## src/rtl/amp_config_seq_if.sv

```systemverilog
// Control and SPI pin bundle between the amplifier state controller, the
// register-table lookup and the configuration sequencer.
interface amp_config_seq_if #(
  parameter int IDX_W = 3
);
  logic             send_config_in;
  logic [IDX_W-1:0] cfg_idx_out;
  logic [15:0]      cfg_word_in;
  logic             spi_csn_out;
  logic             spi_sclk_out;
  logic             spi_mosi_out;
  logic             busy_out;
  logic             done_out;
  logic [IDX_W:0]   frames_out;

  modport slave (
    input  send_config_in,
    input  cfg_word_in,
    output cfg_idx_out,
    output spi_csn_out,
    output spi_sclk_out,
    output spi_mosi_out,
    output busy_out,
    output done_out,
    output frames_out
  );

  modport master (
    output send_config_in,
    output cfg_word_in,
    input  cfg_idx_out,
    input  spi_csn_out,
    input  spi_sclk_out,
    input  spi_mosi_out,
    input  busy_out,
    input  done_out,
    input  frames_out
  );
endinterface

```

## src/rtl/amp_config_seq.sv

```systemverilog
// Walks a register table and shifts each 16-bit entry to the amplifier over a
// mode-0, MSB-first SPI link; all outputs come straight from flops.
module amp_config_seq #(
  parameter int NUM_REGS = 8,
  parameter int CLK_DIV  = 4,
  parameter int IDX_W    = (NUM_REGS > 1) ? $clog2(NUM_REGS) : 1
) (
  input  logic           clk_in,
  input  logic           reset,
  amp_config_seq_if.slave bus
);

  localparam int PH_W = (2 * CLK_DIV > 1) ? $clog2(2 * CLK_DIV) : 1;
  localparam int FR_W = IDX_W + 1;
  localparam logic [PH_W-1:0]  PH_LAST  = PH_W'(2 * CLK_DIV - 1);
  localparam logic [PH_W-1:0]  PH_HIGH  = PH_W'(CLK_DIV);
  localparam logic [IDX_W-1:0] IDX_LAST = IDX_W'(NUM_REGS - 1);
  localparam logic [15:0]      END_MARK = 16'hFFFF;

  typedef enum logic [2:0] {
    S_IDLE,
    S_LOAD,
    S_SHIFT,
    S_GAP,
    S_DONE
  } state_t;

  state_t           state_q, state_d;
  logic             req_q;
  logic [IDX_W-1:0] idx_q, idx_d;
  logic [FR_W-1:0]  frames_q, frames_d;
  logic [3:0]       bit_q, bit_d;
  logic [PH_W-1:0]  ph_q, ph_d;
  logic [15:0]      shreg_q, shreg_d;
  logic             csn_q, csn_d;
  logic             sclk_q, sclk_d;
  logic             mosi_q, mosi_d;
  logic             busy_q, busy_d;
  logic             done_q, done_d;

  always_ff @(posedge clk_in) begin
    if (reset) begin
      state_q  <= S_IDLE;
      req_q    <= 1'b0;
      idx_q    <= '0;
      frames_q <= '0;
      bit_q    <= '0;
      ph_q     <= '0;
      csn_q    <= 1'b1;
      sclk_q   <= 1'b0;
      mosi_q   <= 1'b0;
      busy_q   <= 1'b0;
      done_q   <= 1'b0;
    end else begin
      state_q  <= state_d;
      req_q    <= bus.send_config_in;
      idx_q    <= idx_d;
      frames_q <= frames_d;
      bit_q    <= bit_d;
      ph_q     <= ph_d;
      csn_q    <= csn_d;
      sclk_q   <= sclk_d;
      mosi_q   <= mosi_d;
      busy_q   <= busy_d;
      done_q   <= done_d;
    end
  end

  // Shift data carries no control meaning, so it is left out of reset.
  always_ff @(posedge clk_in) begin
    shreg_q <= shreg_d;
  end

  always_comb begin
    state_d  = state_q;
    idx_d    = idx_q;
    frames_d = frames_q;
    bit_d    = bit_q;
    ph_d     = ph_q;
    shreg_d  = shreg_q;

    unique case (state_q)
      S_IDLE: begin
        ph_d  = '0;
        bit_d = '0;
        if (bus.send_config_in && !req_q) begin
          idx_d    = '0;
          frames_d = '0;
          state_d  = S_LOAD;
        end
      end

      S_LOAD: begin
        shreg_d = bus.cfg_word_in;
        ph_d    = '0;
        bit_d   = '0;
        state_d = (bus.cfg_word_in == END_MARK) ? S_DONE : S_SHIFT;
      end

      S_SHIFT: begin
        if (ph_q == PH_LAST) begin
          ph_d = '0;
          if (bit_q == 4'd15) begin
            frames_d = frames_q + FR_W'(1);
            state_d  = S_GAP;
          end else begin
            bit_d   = bit_q + 4'd1;
            shreg_d = {shreg_q[14:0], 1'b0};
          end
        end else begin
          ph_d = ph_q + PH_W'(1);
        end
      end

      // A dropped request is only honoured here, so frames are never cut short.
      S_GAP: begin
        if (ph_q == PH_LAST) begin
          ph_d = '0;
          if (!bus.send_config_in) begin
            state_d = S_IDLE;
          end else if (idx_q == IDX_LAST) begin
            state_d = S_DONE;
          end else begin
            idx_d   = idx_q + IDX_W'(1);
            state_d = S_LOAD;
          end
        end else begin
          ph_d = ph_q + PH_W'(1);
        end
      end

      S_DONE: begin
        if (!bus.send_config_in) begin
          state_d = S_IDLE;
        end
      end

      default: state_d = S_IDLE;
    endcase
  end

  // Pin values are decoded from the next state so they land in flops together with it.
  always_comb begin
    csn_d  = (state_d != S_SHIFT);
    sclk_d = (state_d == S_SHIFT) && (ph_d >= PH_HIGH);
    mosi_d = (state_d == S_SHIFT) ? shreg_d[15] : 1'b0;
    busy_d = (state_d == S_LOAD) || (state_d == S_SHIFT) || (state_d == S_GAP);
    done_d = (state_d == S_DONE);
  end

  assign bus.cfg_idx_out  = idx_q;
  assign bus.frames_out   = frames_q;
  assign bus.spi_csn_out  = csn_q;
  assign bus.spi_sclk_out = sclk_q;
  assign bus.spi_mosi_out = mosi_q;
  assign bus.busy_out     = busy_q;
  assign bus.done_out     = done_q;

endmodule

```

## src/flat_wrapper.sv

```systemverilog
// flat-port wrapper written by rule: the top's interface ports become plain ports
module amp_config_seq_flat 
#(
  parameter int NUM_REGS = 8,
  parameter int CLK_DIV  = 4,
  parameter int IDX_W    = (NUM_REGS > 1) ? $clog2(NUM_REGS) : 1
)
  (clk_in, reset, bus_send_config_in, bus_cfg_word_in, bus_cfg_idx_out, bus_spi_csn_out, bus_spi_sclk_out, bus_spi_mosi_out, bus_busy_out, bus_done_out, bus_frames_out);
  amp_config_seq_if #(.IDX_W(IDX_W)) bus_i ();
  input  logic clk_in;
  input  logic reset;
  input wire logic [$bits(bus_i.send_config_in)-1:0] bus_send_config_in;
  input wire logic [$bits(bus_i.cfg_word_in)-1:0] bus_cfg_word_in;
  output wire logic [$bits(bus_i.cfg_idx_out)-1:0] bus_cfg_idx_out;
  output wire logic [$bits(bus_i.spi_csn_out)-1:0] bus_spi_csn_out;
  output wire logic [$bits(bus_i.spi_sclk_out)-1:0] bus_spi_sclk_out;
  output wire logic [$bits(bus_i.spi_mosi_out)-1:0] bus_spi_mosi_out;
  output wire logic [$bits(bus_i.busy_out)-1:0] bus_busy_out;
  output wire logic [$bits(bus_i.done_out)-1:0] bus_done_out;
  output wire logic [$bits(bus_i.frames_out)-1:0] bus_frames_out;
  assign bus_i.send_config_in = bus_send_config_in;
  assign bus_i.cfg_word_in = bus_cfg_word_in;
  assign bus_cfg_idx_out = bus_i.cfg_idx_out;
  assign bus_spi_csn_out = bus_i.spi_csn_out;
  assign bus_spi_sclk_out = bus_i.spi_sclk_out;
  assign bus_spi_mosi_out = bus_i.spi_mosi_out;
  assign bus_busy_out = bus_i.busy_out;
  assign bus_done_out = bus_i.done_out;
  assign bus_frames_out = bus_i.frames_out;
  amp_config_seq #(.NUM_REGS(NUM_REGS), .CLK_DIV(CLK_DIV), .IDX_W(IDX_W)) u_core (.clk_in(clk_in), .reset(reset), .bus(bus_i));
endmodule
```

## config.mk

```make
export PLATFORM = sky130hd
export DESIGN_NAME = amp_config_seq_flat
export DESIGN_NICKNAME = d
export VERILOG_FILES = /design/src/rtl/amp_config_seq_if.sv /design/src/rtl/amp_config_seq.sv /design/src/flat_wrapper.sv
export SDC_FILE = /design/constraint.sdc
export NUM_CORES = 1
export LEC_CHECK = 0
export ABC_CLOCK_PERIOD_IN_PS = 2400
export CORE_MARGIN = 2
export CORE_UTILIZATION = 51
export DETAILED_ROUTE_END_ITERATION = 8
export GPL_ROUTABILITY_DRIVEN = 0
export PLACE_DENSITY = 0.85
export SLEW_MARGIN = 30
export SYNTH_ARGS = -nofsm -noshare
export SYNTH_HDL_FRONTEND = slang
export SYNTH_SLANG_ARGS = --single-unit
```

## constraint.sdc

```tcl
create_clock -name clk_in -period 2.4 [get_ports clk_in]
set_input_delay 0.48 -clock clk_in [delete_from_list [all_inputs] [get_ports clk_in]]
set_output_delay 0.48 -clock clk_in [all_outputs]
set_load 0.01 [all_outputs]
```

== After elaboration in Yosys (flattened, before gate mapping) ==
Cells that the tools add are included.

* Output and inout port bits: 12
* Word-level logic and storage cells: 82
* Bits in registers: 39
* Memories kept: 0
* Bits in read-only memories: 0
* RAM bits: 0
* Input port bits: 19
* Latch bits: 0

* Bitwise gates (word level): 1
* Equal/unequal tests: 20
* Shifts and indexed selects: 0
* Div/mod/pow operators: 0
* Reductions and logical operators: 17
* Multipliers: 0
* Add/sub/neg operators: 4
* Magnitude comparators: 1
* Multiplexer cells: 26

{| class="wikitable"
|+ Operators with widths
! operator !! number
|-
| 2-to-1 mux 3 bit || 13
|-
| 2-to-1 mux 16 bit || 2
|-
| case mux 16 bit (2 select lines) || 1
|-
| 2-to-1 mux 4 bit || 5
|-
| == test 16 bit (second input constant) || 1
|-
| case mux 4 bit (2 select lines) || 2
|-
| case mux 3 bit (5 select lines) || 1
|-
| == test 3 x 2 -> 1 bit (second input constant) || 4
|-
| == test 3 bit (second input constant) || 4
|-
| case mux 3 bit (2 select lines) || 2
|-
| adder 4 x 1 -> 4 bit (second input constant) || 2
|-
| != test 2 x 1 -> 1 bit (second input constant) || 4
|-
| nonzero test 2 bit || 4
|-
| adder 3 x 1 -> 3 bit (second input constant) || 2
|-
| == test 3 x 1 -> 1 bit (second input constant) || 2
|-
| != test 2 bit (second input constant) || 3
|-
| AND reduction 3 bit || 2
|-
| OR reduction 2 bit || 3
|-
| AND reduction 5 bit || 1
|-
| == test 4 bit (second input constant) || 1
|-
| AND reduction 4 bit || 1
|-
| greater-or-equal comparator 3 bit (second input constant) || 1
|-
| zero test 3 bit || 1
|-
| != test 3 x 2 -> 1 bit (second input constant) || 1
|-
| other kinds (4) || 6
|}

== Logic depth before layout (Yosys ltp) ==
Gate-level depths: netlist (run 1).

* Depth after elaboration: 8
* Gate-level depth with buffers: 8
* Depth with buffers taken out: 7

== Worst setup path after synthesis (run 1) ==
Ideal clock, no wire load.

* Path kind: flip-flop to flip-flop
* Start point: register (tool-made name)
* End point: register u_core.shreg_q[0], enable pin
* Required time: 2031 ps
* Setup slack: 401 ps
* Stages on the path, launching flop included: 7
* Period minus slack after synthesis: 1999 ps
* Buffers on the path: 1
* Library setup time: 369 ps
* Arrival: 1631 ps
* Path through: dfxtp_1 > ha_1 > ha_1 > and4bb_4 > and2_1 > buf_6 > or2_1

{| class="wikitable"
|+ RTL lines
! item !! line !! RTL
|-
| end signal: assignment || amp_config_seq.sv:71 || <nowiki>shreg_q <= shreg_d;</nowiki>
|-
| end: declaration || amp_config_seq.sv:34 || <nowiki>logic [15:0] shreg_q, shreg_d;</nowiki>
|}

==> out/qor.csv, run 1 <==
metric,value,unit
gate count after technology mapping,155,
vias in the first global route,1377,
setup repair bufs after CTS,0,
routed len/inst,16.2,µm
Skew-Pair Late Insertion Delay,0.35,ns
total CTS buffers,5,
Pins Over Slew Limit,0,
worst path required time,2.39,ns
area of the die,3880,µm²
r2r setup slk,0.27,ns
Critical Path Sink,u_core.shreg_q[8]$_DFFE_PP_,
Crit Path Class,reg -> reg,
outcome,"complete, no violations",
die height,62.3,µm
synthesized flop and latch total,39,
CTS tree,built,
Layout Cells excl Fill,235,
Critical Path End Type,register,
Pleak,0.000808,µW
fillers,276,
Syn. warnings,0,
"Distinct cells, synth",39,
Diodes inserted,0,
Final Hold Viols,0,
share of layout cells above drive strength 1,9.52,%
Multi-input gate area,749,µm²
number of max-cap violations,0,
clock root cell,clkbuf_4,
Total GRT Usage,21.7,%
Inst Count DP,227,
reg2reg path depth,5,
Avg Synthesized Cell Area,11.2,µm²
Nets,213,
clock-pin slew on the worst setup and hold paths,0.12,ns
remaining antenna violation count,0,
core area,3310,µm²
largest net degree at the start of global routing,18,
"Seq/Total Area, Yosys",53.7,%
Critical Path Source Type,register,
worst hold margin,0.484,ns
"Setup violations, final",0,
Final Critical Period,2.13,ns
count of cells resized by post-cts repair,0,
Ports,31,
DR DRC count,0,
Synth Flop Type,dfxtp_1,
Tcrit/Tclk final,88.6,%
Peak VDD IR,0.422,mV
"Max FO, Critical Path",15,
RR Endpoint,u_core.shreg_q[8]$_DFFE_PP_,
HPWL Detailed,2.73,mm
count of buffers from port buffering,30,
GR Overflow Total,0,
drt via density,5.89,
H-tree levels,2,
sequential cell area,931,µm²
RSZ-0062 raised after global routing,false,
"EDFF count, synth",15,
vias,1385,
CTS Hold Buffers Added,0,
row count,21,
Worst slew margin,61.4,%
Initial Util,52.4,%
Die X,62.3,µm
Slew @ Worst Pin,0.580,ns
Power per Cell Area,711,nW/µm²
DR pass1 iterations,4,
initial drt markers,64,
asr flop ratio synth,0,%
CP arrival,2.12,ns
routed wire length,3.80,mm
syn nets,180,
Mapped Area,1730,µm²
Hold Path Class,reg -> reg,
initial antenna violation count,0,
Worst Skew,0.0129,ns
clk sinks,39,
global-route wire length before repair,6.53,mm
Synth-to-Final Area Change,25.5,%
Max Clk Rate,0.470,GHz
Max clock buf depth,2,
setup TNS,0,ns
==> layer usage <==
metal / vias up / track usage (%) / part of all wire (%)
met1: 673 / 26.0 / 44
met2: 41 / 36.7 / 49
li1: 665 / - / -
met5: - / 0 / 0
met3: 6 / 7.07 / 5.6
met4: 0 / 8.06 / 1.4
==> sequential cells by signal, summed over array words and instances (netlist names), 3 cells and up, named ones only <==
| register | count |
|---|---|
| u_core.bit_q | 4 |
| u_core.state_q | 3 |
| u_core.bus.frames_out | 4 |
| u_core.shreg_q | 16 |
| u_core.bus.cfg_idx_out | 3 |
==> through the flow <==
stage	utilization [%]	total power (µW)	cell area, µm²	setup slack (ns)
floorplan	-	926	1730	0.401
global placement	62.6	1010	2070	0.336
detailed placement	62.6	1020	2070	0.301
CTS	65.7	1560	2180	0.234
global route	65.7	1620	2180	0.111
finish	65.7	1550	2180	0.274
==> final cells by class <==
cell class	count	area share [%]
Clock buffer	5	1.73
Tap cell	46	2.65
Sequential cell	39	42.8
Timing Repair Buffer	34	15.2
Multi-Input combinational cell	107	34.4
Clock inverter	3	3.05
Inverter	1	0.173
==> cells in the final DEF (no fill, tap or decap), types with 2 or more instances in the layout <==
| master | netlist | final |
|---|---|---|
| clkdlybuf4s50_1 | 0 | 30 |
| dfxtp_1 | 24 | 24 |
| a22o_1 | 15 | 15 |
| edfxtp_1 | 15 | 15 |
| nand3_1 | 10 | 10 |
| nor2_1 | 9 | 9 |
| nand4_1 | 8 | 8 |
| a21oi_1 | 8 | 8 |
| nand2_1 | 7 | 7 |
| ha_1 | 6 | 6 |
| a22oi_1 | 5 | 5 |
| clkbuf_4 | 0 | 5 |
| nor2b_1 | 4 | 4 |
| nand2b_1 | 4 | 4 |
| buf_4 | 0 | 4 |
| and3_1 | 3 | 3 |
| nor3_1 | 3 | 3 |
| and2_1 | 2 | 2 |
| a311oi_1 | 2 | 2 |
| o21ai_1 | 2 | 2 |
| nand3b_1 | 2 | 2 |
| xor2_1 | 2 | 2 |
| bufinv_16 | 0 | 2 |
==> cell families (layout without fill, tap and decap cells) <==
group	Yosys count	in the layout	share of synthesized area, %
buffers and inverters	9	43	3.10
AO/OA/AOI/OAI	38	38	17.1
AND/OR/NAND/NOR	60	60	20.2
flip-flops	39	39	53.7
XOR/XNOR	2	2	1.01
multiplexers	1	1	0.577
adder cells (fa/ha/maj)	6	6	4.33
==> Yosys cell counts, types with 3 or more instances <==
master | instances | area [µm²]
nor2_1 | 9 | 33.8
ha_1 | 6 | 75.1
nand3_1 | 10 | 50.1
nand2_1 | 7 | 26.3
a21oi_1 | 8 | 40.0
dfxtp_1 | 24 | 480
a22o_1 | 15 | 131
buf_2 | 4 | 20.0
a22oi_1 | 5 | 37.5
nand4_1 | 8 | 50.1
edfxtp_1 | 15 | 450
nor3_1 | 3 | 15.0
nor2b_1 | 4 | 25.0
and3_1 | 3 | 18.8
nand2b_1 | 4 | 25.0
==> critical path: stages (launching register included) <==
cell and delay, ns:
dfxtp_1 0.38, ha_1 0.17, ha_1 0.28, and4bb_4 0.31, and2_1 0.15, or2_1 0.48
==> worst min-delay path by stage <==
stage                                                from                                    end  slack (ns)  cells after the start
global route        u_core.bus.frames_out[3]$_SDFFE_PP0P_  u_core.bus.frames_out[3]$_SDFFE_PP0P_        0.52                      1
finish                       u_core.bit_q[1]$_SDFFE_PP0P_           u_core.bit_q[1]$_SDFFE_PP0P_        0.48                      2
floorplan                    u_core.bit_q[1]$_SDFFE_PP0P_           u_core.bit_q[1]$_SDFFE_PP0P_        0.44                      2
detailed placement           u_core.bit_q[1]$_SDFFE_PP0P_           u_core.bit_q[1]$_SDFFE_PP0P_        0.47                      2
global placement             u_core.bit_q[1]$_SDFFE_PP0P_           u_core.bit_q[1]$_SDFFE_PP0P_        0.46                      2
CTS                          u_core.bit_q[1]$_SDFFE_PP0P_           u_core.bit_q[1]$_SDFFE_PP0P_        0.49                      2
==> power breakdown <==
| group | internal (µW) | total, µW | switching, µW |
|---|---|---|---|
| combinational | 106 | 224 | 118 |
| sequential | 749 | 777 | 28.4 |
| clock | 325 | 546 | 221 |
| total | 1180 | 1550 | 367 |
Note: power is estimated with default switching activity, not from simulation.
==> run 2: changes to the inputs <==
--- a/config.mk
+++ b/config.mk
@@ -8,8 +8,8 @@
 export ABC_CLOCK_PERIOD_IN_PS = 2400
 export CORE_MARGIN = 2
 export CORE_UTILIZATION = 51
+export CTS_CLUSTER_DIAMETER = 40
 export DETAILED_ROUTE_END_ITERATION = 8
-export GPL_ROUTABILITY_DRIVEN = 0
 export PLACE_DENSITY = 0.85
 export SLEW_MARGIN = 30
 export SYNTH_ARGS = -nofsm -noshare
==> results of run 2 <==
Same layout as run 1: the final DEF is identical, and so are final timing and power.
==> run 3: changes to the inputs <==
--- a/config.mk
+++ b/config.mk
@@ -11,6 +11,7 @@
 export CTS_CLUSTER_DIAMETER = 40
 export DETAILED_ROUTE_END_ITERATION = 8
 export PLACE_DENSITY = 0.85
+export REMOVE_ABC_BUFFERS = 1
 export SLEW_MARGIN = 30
 export SYNTH_ARGS = -nofsm -noshare
 export SYNTH_HDL_FRONTEND = slang
==> out/qor.csv, run 3 (synthesized netlist as in run 1, its figures left out) <==
metric,value,unit,change
cell mode on critical path,ha_1,,
RSZ-0062 raised after global routing,false,,
setup repair bufs after CTS,0,,unchanged
routed wire length,3.55,mm,-6.6%
"Setup violations, final",0,,unchanged
largest net degree at the start of global routing,18,,unchanged
Peak VDD IR,0.357,mV,-15%
WP buf/inv,1,,+1
Top reg by flops,u_core.shreg_q,,
row count,21,,unchanged
CTS Hold Buffers Added,0,,unchanged
area of the die,3880,µm²,unchanged
GR Overflow Total,0,,unchanged
setup TNS,0,ns,unchanged
CTS tree,built,,
switching pwr,354,µW,-3.6%
share of layout cells above drive strength 1,10.0,%,+0.48 points
Total GRT Usage,19.7,%,-2.0 points
clock-pin slew on the worst setup and hold paths,0.11,ns,about the same
Critical Path Source Type,register,,
Cell Int Power,967,µW,-18%
Worst slew margin,70.6,%,+9.3 points
Sequential Power Share,58.9,%,+8.7 points
Final Critical Period,1.92,ns,-0.209 ns
clk sinks,39,,unchanged
Max clock buf depth,2,,unchanged
"CP delay by family, top",adder cells,,
switching part of the total,26.8,%,+3.1 points
count of cells resized by post-cts repair,0,,unchanged
number of max-cap violations,0,,unchanged
Synth-to-Final Area Change,22.9,%,
outcome,"complete, no violations",,
CP max-delay cell,dfxtp_1,,
worst path required time,2.67,ns,+0.28 ns
total CTS buffers,5,,unchanged
Power per Cell Area,620,nW/µm²,-13%
Slew @ Worst Pin,0.440,ns,-0.140 ns
initial drt markers,106,,+66%
critical-path cell list,ha_1 > ha_1 > and4bb_4 > and2_1 > buf_4 > a22oi_2 > a211oi_2,,
initial antenna violation count,0,,unchanged
"commonest cells after routing, fill and taps aside","clkdlybuf4s50_1, dfxtp_1, a22o_1, edfxtp_1, nand3_1",,
CP arrival,2.19,ns,+0.07 ns
global-route wire length before repair,5.99,mm,-8.2%
Crit Path Class,reg -> reg,,
routed len/inst,15.0,µm,-7.0%
remaining antenna violation count,0,,unchanged
DR DRC count,0,,unchanged
Max Clk Rate,0.521,GHz,+11%
vias,1355,,-2.2%
Worst Skew,0.00694,ns,-0.00595 ns
Hold Path Class,reg -> reg,,
crit-path max cell delay,0.37,ns,-0.11 ns
Skew-Pair Late Insertion Delay,0.35,ns,about the same
core area,3310,µm²,unchanged
clock root cell,clkbuf_4,,
Pins Over Slew Limit,0,,unchanged
Diodes inserted,0,,unchanged
Die X,62.3,µm,unchanged
die height,62.3,µm,unchanged
vias in the first global route,1300,,-5.6%
Tcrit/Tclk final,79.9,%,-8.7 points
Comb power frac,17.1,%,+2.6 points
Largest register FFs,16,,unchanged
count of buffers from port buffering,30,,unchanged
Pleak,0.000792,µW,-1.9%
clock network fraction of total power,24.0,%,-11 points
HPWL Detailed,2.64,mm,-3.3%
Nets,214,,+0.47%
worst hold margin,0.478,ns,-0.00573 ns
final RePlAce weighted congestion,0.832,,
"commonest non-fill, non-tap cell in the layout",clkdlybuf4s50_1,,
Critical Path End Type,register,,
Final Hold Viols,0,,unchanged
DR pass1 iterations,4,,unchanged
drt via density,5.74,,-2.6%
Ports,31,,unchanged
H-tree levels,2,,unchanged
"Max FO, Critical Path",17,,+2
Initial Util,52.4,%,unchanged
==> run 3: cell count changes in the layout (fill, tap and decap cells not counted) <==
| cell | previous run | this run |
|---|---|---|
| clkinv_2 | 0 | 3 |
| buf_4 | 4 | 5 |
| bufinv_16 | 2 | 0 |
| inv_4 | 1 | 0 |
==> run 3: worst reg2reg max path, cell delays in order (launching register included) <==
cell and delay, ns:
dfxtp_1 0.37, ha_1 0.17, ha_1 0.30, and4bb_4 0.32, and2_1 0.15, buf_4 0.22
a22oi_2 0.10, a211oi_2 0.22
==> run 3: power by group through the flow <==
stage	clock (µW)	combinational [µW]	sequential [µW]
3_5_place_dp	0	225	794
6_report	317	226	778
3_3_place_gp	0	217	791
4_1_cts	323	226	779
5_1_grt	353	248	785
2_1_floorplan	0	123	791
==> run 3: final cells by class <==
class / instances / area (µm²)
tap: 46 / 57.6
timing repair buffer: 35 / 338
clock inverter: 3 / 15.0
fill: 280 / 1180
clock buffer: 5 / 37.5
sequential: 39 / 931
inverter: 1 / 3.75
multi-input combinational: 107 / 749
==> run 3: path summary, 6_finish.rpt <==
| kind | from | end | slack, ns | cells after the start |
|---|---|---|---|---|
| setup reg to reg | register | u_core.bus.spi_mosi_out$_SDFF_PP0_ | 0.48 | 7 |
| hold / removal | u_core.bit_q[1]$_SDFFE_PP0P_ | u_core.bit_q[1]$_SDFFE_PP0P_ | 0.48 | 2 |
| setup / recovery | register | u_core.bus.spi_mosi_out$_SDFF_PP0_ | 0.48 | 7 |
| hold reg to reg | u_core.bit_q[1]$_SDFFE_PP0P_ | u_core.bit_q[1]$_SDFFE_PP0P_ | 0.48 | 2 |
==> run 3: routing by layer <==
metal / up-vias / GRT usage, % / part of all wire (%)
met4: 0 / 7.22 / 1.3
met2: 37 / 31.5 / 50
met5: - / 0 / 0
met3: 6 / 5.80 / 4.4
li1: 665 / - / -
met1: 647 / 25.5 / 45
==> run 3: through the flow <==
stage / area, µm² / setup WS (ns) / std cells / total power, µW / util, %
finish: 2130 / 0.482 / 236 / 1320 / 64.4
global route: 2130 / 0.298 / 236 / 1390 / 64.4
CTS: 2130 / 0.485 / 236 / 1330 / 64.4
detailed placement: 2080 / 0.369 / 228 / 1020 / 62.8
global placement: 2080 / 0.486 / 228 / 1010 / 62.8
floorplan: 1680 / 0.184 / 147 / 914 / -
